===== src/rtl/uart_cmd_ctrl.sv =====
// Frame controller behind the UART receiver: decodes {HEADER, ADDR, DATA, CSUM} write frames,
// issues the register write strobe and an ACK/NAK byte request, and flags checksum and timeout errors.
module uart_cmd_ctrl #(
  parameter logic [7:0] HEADER      = 8'hA5,
  parameter logic [7:0] ACK_BYTE    = 8'h06,
  parameter logic [7:0] NAK_BYTE    = 8'h15,
  parameter int         TIMEOUT_CYC = 500000
) (
  input  logic       sys_clk,
  input  logic       sys_rst_n,
  input  logic       uart_done,
  input  logic [7:0] uart_data,
  output logic       reg_wr_en,
  output logic [7:0] reg_addr,
  output logic [7:0] reg_wdata,
  output logic       tx_req,
  output logic [7:0] tx_data,
  input  logic       tx_busy,
  output logic       frame_err,
  output logic       timeout_err
);

  localparam int CW = $clog2(TIMEOUT_CYC + 1);

  typedef enum logic [2:0] {S_IDLE, S_ADDR, S_DATA, S_CSUM, S_RESP} state_t;

  state_t          state_reg, state_next;
  logic            done_d;
  logic            byte_evt;
  logic [CW-1:0]   cnt_reg, cnt_next;
  logic [7:0]      addr_reg, addr_next;
  logic [7:0]      data_reg, data_next;
  logic [7:0]      resp_reg, resp_next;
  logic            reg_wr_en_next, frame_err_next, timeout_err_next, tx_req_next;
  logic [7:0]      reg_addr_next, reg_wdata_next, tx_data_next;
  logic            timed_state;

  // A held-high uart_done is a single byte: only its rising edge counts.
  assign byte_evt    = uart_done & ~done_d;
  assign timed_state = (state_reg == S_ADDR) || (state_reg == S_DATA) || (state_reg == S_CSUM);

  always_comb begin
    state_next       = state_reg;
    addr_next        = addr_reg;
    data_next        = data_reg;
    resp_next        = resp_reg;
    reg_addr_next    = reg_addr;
    reg_wdata_next   = reg_wdata;
    tx_data_next     = tx_data;
    reg_wr_en_next   = 1'b0;
    frame_err_next   = 1'b0;
    timeout_err_next = 1'b0;
    tx_req_next      = 1'b0;

    case (state_reg)
      S_IDLE: begin
        if (byte_evt && (uart_data == HEADER)) state_next = S_ADDR;
      end
      S_ADDR, S_DATA, S_CSUM: begin
        if (byte_evt) begin
          if (state_reg == S_ADDR) begin
            addr_next  = uart_data;
            state_next = S_DATA;
          end else if (state_reg == S_DATA) begin
            data_next  = uart_data;
            state_next = S_CSUM;
          end else begin
            if (uart_data == (HEADER ^ addr_reg ^ data_reg)) begin
              reg_addr_next  = addr_reg;
              reg_wdata_next = data_reg;
              reg_wr_en_next = 1'b1;
              resp_next      = ACK_BYTE;
            end else begin
              frame_err_next = 1'b1;
              resp_next      = NAK_BYTE;
            end
            state_next = S_RESP;
          end
        end else if (cnt_reg == CW'(TIMEOUT_CYC - 1)) begin
          timeout_err_next = 1'b1;
          state_next       = S_IDLE;
        end
      end
      S_RESP: begin
        if (!tx_busy) begin
          tx_data_next = resp_reg;
          tx_req_next  = 1'b1;
          state_next   = S_IDLE;
        end
      end
      default: state_next = S_IDLE;
    endcase

    // Counter restarts on every byte and on every state entry; idle outside the frame body.
    if (!timed_state || byte_evt || (state_next != state_reg)) cnt_next = '0;
    else                                                       cnt_next = cnt_reg + 1'b1;
  end

  always_ff @(posedge sys_clk or negedge sys_rst_n) begin
    if (!sys_rst_n) begin
      state_reg   <= S_IDLE;
      done_d      <= 1'b0;
      cnt_reg     <= '0;
      addr_reg    <= '0;
      data_reg    <= '0;
      resp_reg    <= '0;
      reg_wr_en   <= 1'b0;
      reg_addr    <= '0;
      reg_wdata   <= '0;
      tx_req      <= 1'b0;
      tx_data     <= '0;
      frame_err   <= 1'b0;
      timeout_err <= 1'b0;
    end else begin
      state_reg   <= state_next;
      done_d      <= uart_done;
      cnt_reg     <= cnt_next;
      addr_reg    <= addr_next;
      data_reg    <= data_next;
      resp_reg    <= resp_next;
      reg_wr_en   <= reg_wr_en_next;
      reg_addr    <= reg_addr_next;
      reg_wdata   <= reg_wdata_next;
      tx_req      <= tx_req_next;
      tx_data     <= tx_data_next;
      frame_err   <= frame_err_next;
      timeout_err <= timeout_err_next;
    end
  end

endmodule


===== config.mk =====
export PLATFORM = sky130hd
export DESIGN_NAME = uart_cmd_ctrl
export DESIGN_NICKNAME = d
export VERILOG_FILES = /design/src/rtl/uart_cmd_ctrl.sv
export SDC_FILE = /design/constraint.sdc
export NUM_CORES = 1
export LEC_CHECK = 0
export CORE_ASPECT_RATIO = 0.75
export CORE_MARGIN = 1.5
export CORE_UTILIZATION = 35
export DETAILED_ROUTE_END_ITERATION = 6
export PLACE_DENSITY_LB_ADDON = 0.15
export SYNTH_ARGS = -nofsm -noshare
export SYNTH_HDL_FRONTEND = slang
export SYNTH_SLANG_ARGS = --single-unit
export TNS_END_PERCENT = 20

===== constraint.sdc =====
create_clock -name sys_clk -period 4.7 [get_ports sys_clk]
set_input_delay 1.175 -clock sys_clk [delete_from_list [all_inputs] [get_ports sys_clk]]
set_output_delay 1.175 -clock sys_clk [all_outputs]
set_load 0.1 [all_outputs]

==> results.md, run 1 <==
* Status: finished, final reports clean
* Clock Sinks at 65
* TritonCTS Buffers at 9
* Internal at 1.32 mW
* Starting Density at 0.369
* Maximum resistive drop on vdd at 0.161 mV
* Relative slew margins at 0.350
* Combinational Power Share at 0.200
* Critical path class: input pin to flop
* EDFF count, synth at 0
* Fmax at 325 MHz
* Sw frac at 0.270
* Port-buffer cells at 35
* Final setup vio count at 0
* Mux cell area share after synthesis at 0.141
* Most frequent cells in the layout: 65 x dfrtp_1, 34 x clkdlybuf4s50_1, 28 x mux2_2
* Fraction of layout cells with a size suffix above 1 at 0.199
* PD cells at 485 nW/µm²
* Initial antenna violation count at 0
* Gp weighted congestion at 0.740
* Synth area leader: dfrtp_1
* CTS tree: built
* Kind of cell adding the most delay to the critical path: simple AND/OR/NAND/NOR gates
* Layout Area Growth over Synthesis at 25.1%
* Yosys reg bits at 65
* CTS root buf: clkbuf_16
* Flop pwr share at 0.405
* Largest family of logic cells by synthesized area: multiplexers
* Slowest cell on crit path: or4_4
* I/O pin total at 40
* Post-DP HPWL at 3.84 mm
* Via count at 1854
* Async S/R FF share, synth at 1.00
* Simple-Gate Fraction of Synth Area at 0.139
* Fraction of the mapped netlist area in compound gates at 0.0387
* Max Cap Viol at 0
* First-pass GRT wire length at 9.42 mm
* Register area share after synthesis at 0.547
* Total power at 1.81 mW
* NetSw at 0.488 mW
* Worst min path class: flop to flop
* WL final at 5.60 mm
* Worst path arrival time at 3.28 ns
* Pins Over Slew Limit at 0
* CTS-repair resized insts at 0
* Most common cell after layout, fill and taps aside: dfrtp_1
* Yosys cell types at 39
* Total grt overflow at 0
* Nets at 285
* N_diodes at 0
* Final setup TNS at 0 ns
* CP startpoint kind: input pin
* Die H at 82.8 µm
* 1st-iter DRT viols at 112
* CTS Buffer Depth at 2
* Antenna viol nets, final at 0
* Synth Area per Inst at 12.8 µm²
* Crit end category: flop
* Max FFs per register at 19
* Worst Path Max Fanout at 19
* Number of global-route vias before repair at 1816
* Worst Path Buf+Inv at 1
* Adder-cell share of the synthesized area at 0.00421
* Clock transition at the registers of the reported paths at 0.05 ns
* Num rows at 28
* Finished Core Util at 0.462
* Die ar. at 9060 µm²
* Clk_skew at 0.00493 ns
* Warnings from Yosys at 0
* Hold Buf Count CTS at 0
* Fin cells at 381
* Setup Buffers After CTS at 0
* GRT Util Overall at 0.139
* Cell Area, Synth at 2970 µm²
* RSZ-0062 raised after global routing: no
* Post-Syn Instances at 232
* Leak pwr at 1.70 nW
* Worst Max-Slew Pin Slew at 0.971 ns
* Ys flop type: dfrtp_1
* Clock power frac at 0.395
* Slowest stage delay, CP at 0.77 ns
* DR WL/cell at 14.7 µm
* CP Cell Sequence: clkdlybuf4s50_1 -> and2b_1 -> nand3_1 -> or4_4 -> mux2_4
* Residual DRC at 0
* CORE AREA at 8060 µm²
* Post-DR vias/cell at 4.87
* Post-Place Cells at 366
* CP required at 4.91 ns
* Final Cycle Share at 0.655
* DIE WIDTH at 109 µm
* Top cells by area, synth: dfrtp_1 55%, mux2_2 11%, mux2_4 3.5%
* Fillers at 752
* Synth top area share at 0.547
* H-tree depth at 3
* Xor/xnor share of the synthesized area at 0.0976
* DR pass1 iterations at 4
* Fin. Hold Viols at 0
* Later-pin clock latency in the skew report at 0.33 ns
* Largest net degree at the start of global routing at 37
* Final min period at 3.08 ns
## worst register-to-register path: stages (launching register included)
cell	delay, ns
dfrtp_1	0.45
and2b_1	0.25
nand3_1	0.20
or4_4	0.77
mux2_4	0.36
## Yosys cell counts, types with 2 or more instances
cell and count:
or3_1 2, buf_4 5, nand3_1 9, xnor2_1 5, nor4b_1 2, nand2b_1 4
inv_1 4, xnor3_1 4, clkbuf_1 4, nor4bb_1 2, dfrtp_1 65, xor2_1 7
nand4_1 5, o31ai_1 3, nand2_1 13, o21ai_0 3, a21oi_1 8, xor3_1 4
buf_6 2, nor3_1 3, mux2_4 7, mux2_2 28, or4_1 3, nor2_1 18
and3_1 7, and2b_1 2
## metal layers
layer	part of all wire	global-route usage	wire length (µm)
met5	0	0	0
met4	0.014	0.0460	78
met3	0.055	0.0534	307
met2	0.41	0.176	2300
met1	0.52	0.214	2910
## kinds of logic after synthesis
group | after synthesis
AO/OA/AOI/OAI | 19
XOR/XNOR | 20
adder cells (fa/ha/maj) | 1
buffers and inverters | 15
flip-flops | 65
multiplexers | 35
other | 1
AND/OR/NAND/NOR | 76
## worst paths after layout
path                                     to    startpoint  cells past startpoint  slack (ns)
worst max-delay path            reg_addr[2]     uart_done                      5        1.62
worst min-delay path            resp_reg[2]   resp_reg[2]                      1        0.46
worst max register to register  reg_addr[2]  state_reg[2]                      4        2.56
worst min register to register  resp_reg[2]   resp_reg[2]                      1        0.46
max in group asynchronous       reg_addr[2]     sys_rst_n                      2        2.89
min in group asynchronous       cnt_reg[15]     sys_rst_n                      1        0.89
## power groups by stage
stage,clock network [mW],logic [mW],registers [mW]
CTS,0.733,0.369,0.733
finish,0.713,0.361,0.731
global placement,0,0.364,0.738
global route,0.760,0.394,0.746
detailed placement,0,0.365,0.743
floorplan,0,0.272,0.738
## per-stage QoR
stage / hold WS, ns / setup WS [ns] / area, µm²
final: 0.463 / 1.62 / 3720
after global routing: 0.489 / 1.53 / 3720
after CTS: 0.475 / 1.61 / 3720
after detailed placement: 0.461 / 1.27 / 3400
after global placement: 0.451 / 1.26 / 3400
after floorplan: 0.428 / 1.92 / 2980
## layout make-up
cell class,count,area (µm²),share of cell area
clock buffers,10,239,0.0642
clock inverters,5,80.1,0.0215
inverters,4,15.0,0.00404
multi-input cells,155,1270,0.341
flip-flops and latches,65,1630,0.437
well taps,105,131,0.0353
repair buffers,37,360,0.0969
Power figures use the tool's default switching activity.
==> inputs of run 2 (changes only) <==
- clock period: 4.7 -> 2.79 ns (I/O delays scaled with it)
==> results.md, run 2 (synthesis gave the netlist of run 1 again) <==
* Status: finished, final reports clean
* Final setup vio count at 0
* Post-Place Cells at 381
* Slowest cell on crit path: or4_4
* Leak pwr at 1.84 nW
* CP required at 3.00 ns
* Pins Over Slew Limit at 0
* Fraction of layout cells with a size suffix above 1 at 0.322
* Gp weighted congestion at 0.694
* Critical path class: input pin to flop
* Number of global-route vias before repair at 1901
* RSZ-0062 raised after global routing: no
* Fin worst setup slack at 0.298 ns
* Antenna viol nets, final at 0
* Via count at 1860
* Final min period at 2.49 ns
* First-pass GRT wire length at 10.1 mm
* Fin cells at 397
* Largest net degree at the start of global routing at 42
* Residual DRC at 0
* Maximum resistive drop on vdd at 0.331 mV
* Most frequent cells in the layout: 65 x dfrtp_1, 40 x buf_4, 28 x mux2_2
* Setup Buffers After CTS at 0
* I/O pin total at 40
* Initial antenna violation count at 0
* Max FFs per register at 19
* Most common cell after layout, fill and taps aside: dfrtp_1
* Clock transition at the registers of the reported paths at 0.05 ns
* Setup WS pre-CTS at -0.0411 ns
* N_diodes at 0
* Final setup TNS at 0 ns
* Max Cap Viol at 0
* Clock Sinks at 65
* Final Cycle Share at 0.893
* DR pass1 iterations at 4
* CTS tree: built
* Crit end category: flop
* Port-buffer cells at 35
* DR WL/cell at 14.8 µm
* Relative slew margins at 0.602
* Num rows at 28
* Die ar. at 9060 µm²
* PD cells at 840 nW/µm²
* CP startpoint kind: input pin
* Post-DP Area at 3470 µm²
* Total grt overflow at 0
* CTS root buf: clkbuf_16
* CORE AREA at 8060 µm²
* CP Cell Sequence: clkdlybuf4s50_1 -> xor3_1 -> nand4_1 -> or4_4 -> mux2_4
* Worst min path class: input pin to asynchronous set/reset pin
* Later-pin clock latency in the skew report at 0.33 ns
* Fillers at 740
* Post-DR vias/cell at 4.69
* Layout Area Growth over Synthesis at 28.2%
* Finished Core Util at 0.473
* Fin. Hold Viols at 0
* Clk_skew at 0.00984 ns
* CTS Buffer Depth at 2
* Starting Density at 0.369
* WL final at 5.88 mm
* Slowest stage delay, CP at 0.62 ns
* 1st-iter DRT viols at 100
* CTS-repair resized insts at 0
* Register area at 1630 µm²
* Nets at 300
* Worst path arrival time at 2.70 ns
* GRT Util Overall at 0.148
* Post-Layout Inst Area at 3810 µm²
* DIE WIDTH at 109 µm
* Die H at 82.8 µm
* TritonCTS Buffers at 9
* Worst Max-Slew Pin Slew at 0.597 ns
* Fmax at 401 MHz
* Hold Buf Count CTS at 0
* Multi-input gate area at 1270 µm²
* H-tree depth at 3
* Flop-to-flop setup slack at 0.74 ns
* Worst Path Max Fanout at 18
* Post-DP HPWL at 4.13 mm
run 2: report_power, final:
group	leakage (nW)	total, mW	internal [mW]	switching (mW)
clock	0.166	1.29	0.895	0.399
sequential	0.878	1.24	1.09	0.144
combinational	0.799	0.669	0.366	0.303
run 2: critical path, delay by kind of cell:
kind	cells	cell delay, ns
buf+inv	1	0.47
simple gates	2	0.74
xor+xnor	1	0.44
mux	1	0.35
run 2: cell type report:
class	count	share of cell area
Tap cell	105	0.0345
Clock buffer	11	0.0637
Timing Repair Buffer	52	0.112
Clock inverter	5	0.0269
Sequential cell	65	0.427
Inverter	4	0.00394
Multi-Input combinational cell	155	0.333
run 2: through the flow:
stage / hold WS (ns) / total power, mW
after floorplan: 0.402 / 1.70
after global placement: 0.447 / 1.92
after detailed placement: 0.452 / 1.93
after CTS: 0.397 / 3.25
after global routing: 0.421 / 3.37
final: 0.380 / 3.20
run 2: path summary, 6_finish.rpt:
path	startpoint	to	depth (start not counted)
setup reg to reg	state_reg[2]	reg_addr[6]	4
min in group sys_clk	resp_reg[2]	resp_reg[2]	1
hold / removal	sys_rst_n	cnt_reg[13]	1
setup / recovery	uart_data[2]	reg_addr[6]	5
hold reg to reg	resp_reg[2]	resp_reg[2]	1
max in group asynchronous	sys_rst_n	reg_wdata[6]	2
run 2: per-layer routing:
| metal | GRT usage | wire [µm] | up-vias |
|---|---|---|---|
| li1 | - | - | 929 |
| met1 | 0.232 | 3230 | 888 |
| met2 | 0.183 | 2330 | 36 |
| met3 | 0.0463 | 221 | 7 |
| met4 | 0.0602 | 88 | 0 |
| met5 | 0 | 0 | - |
==> inputs of run 3 (changes only) <==
- HOLD_SLACK_MARGIN: default -> 0.05
==> results of run 3 <==
Same layout as run 2: the final DEF is identical, and so are final timing and power.
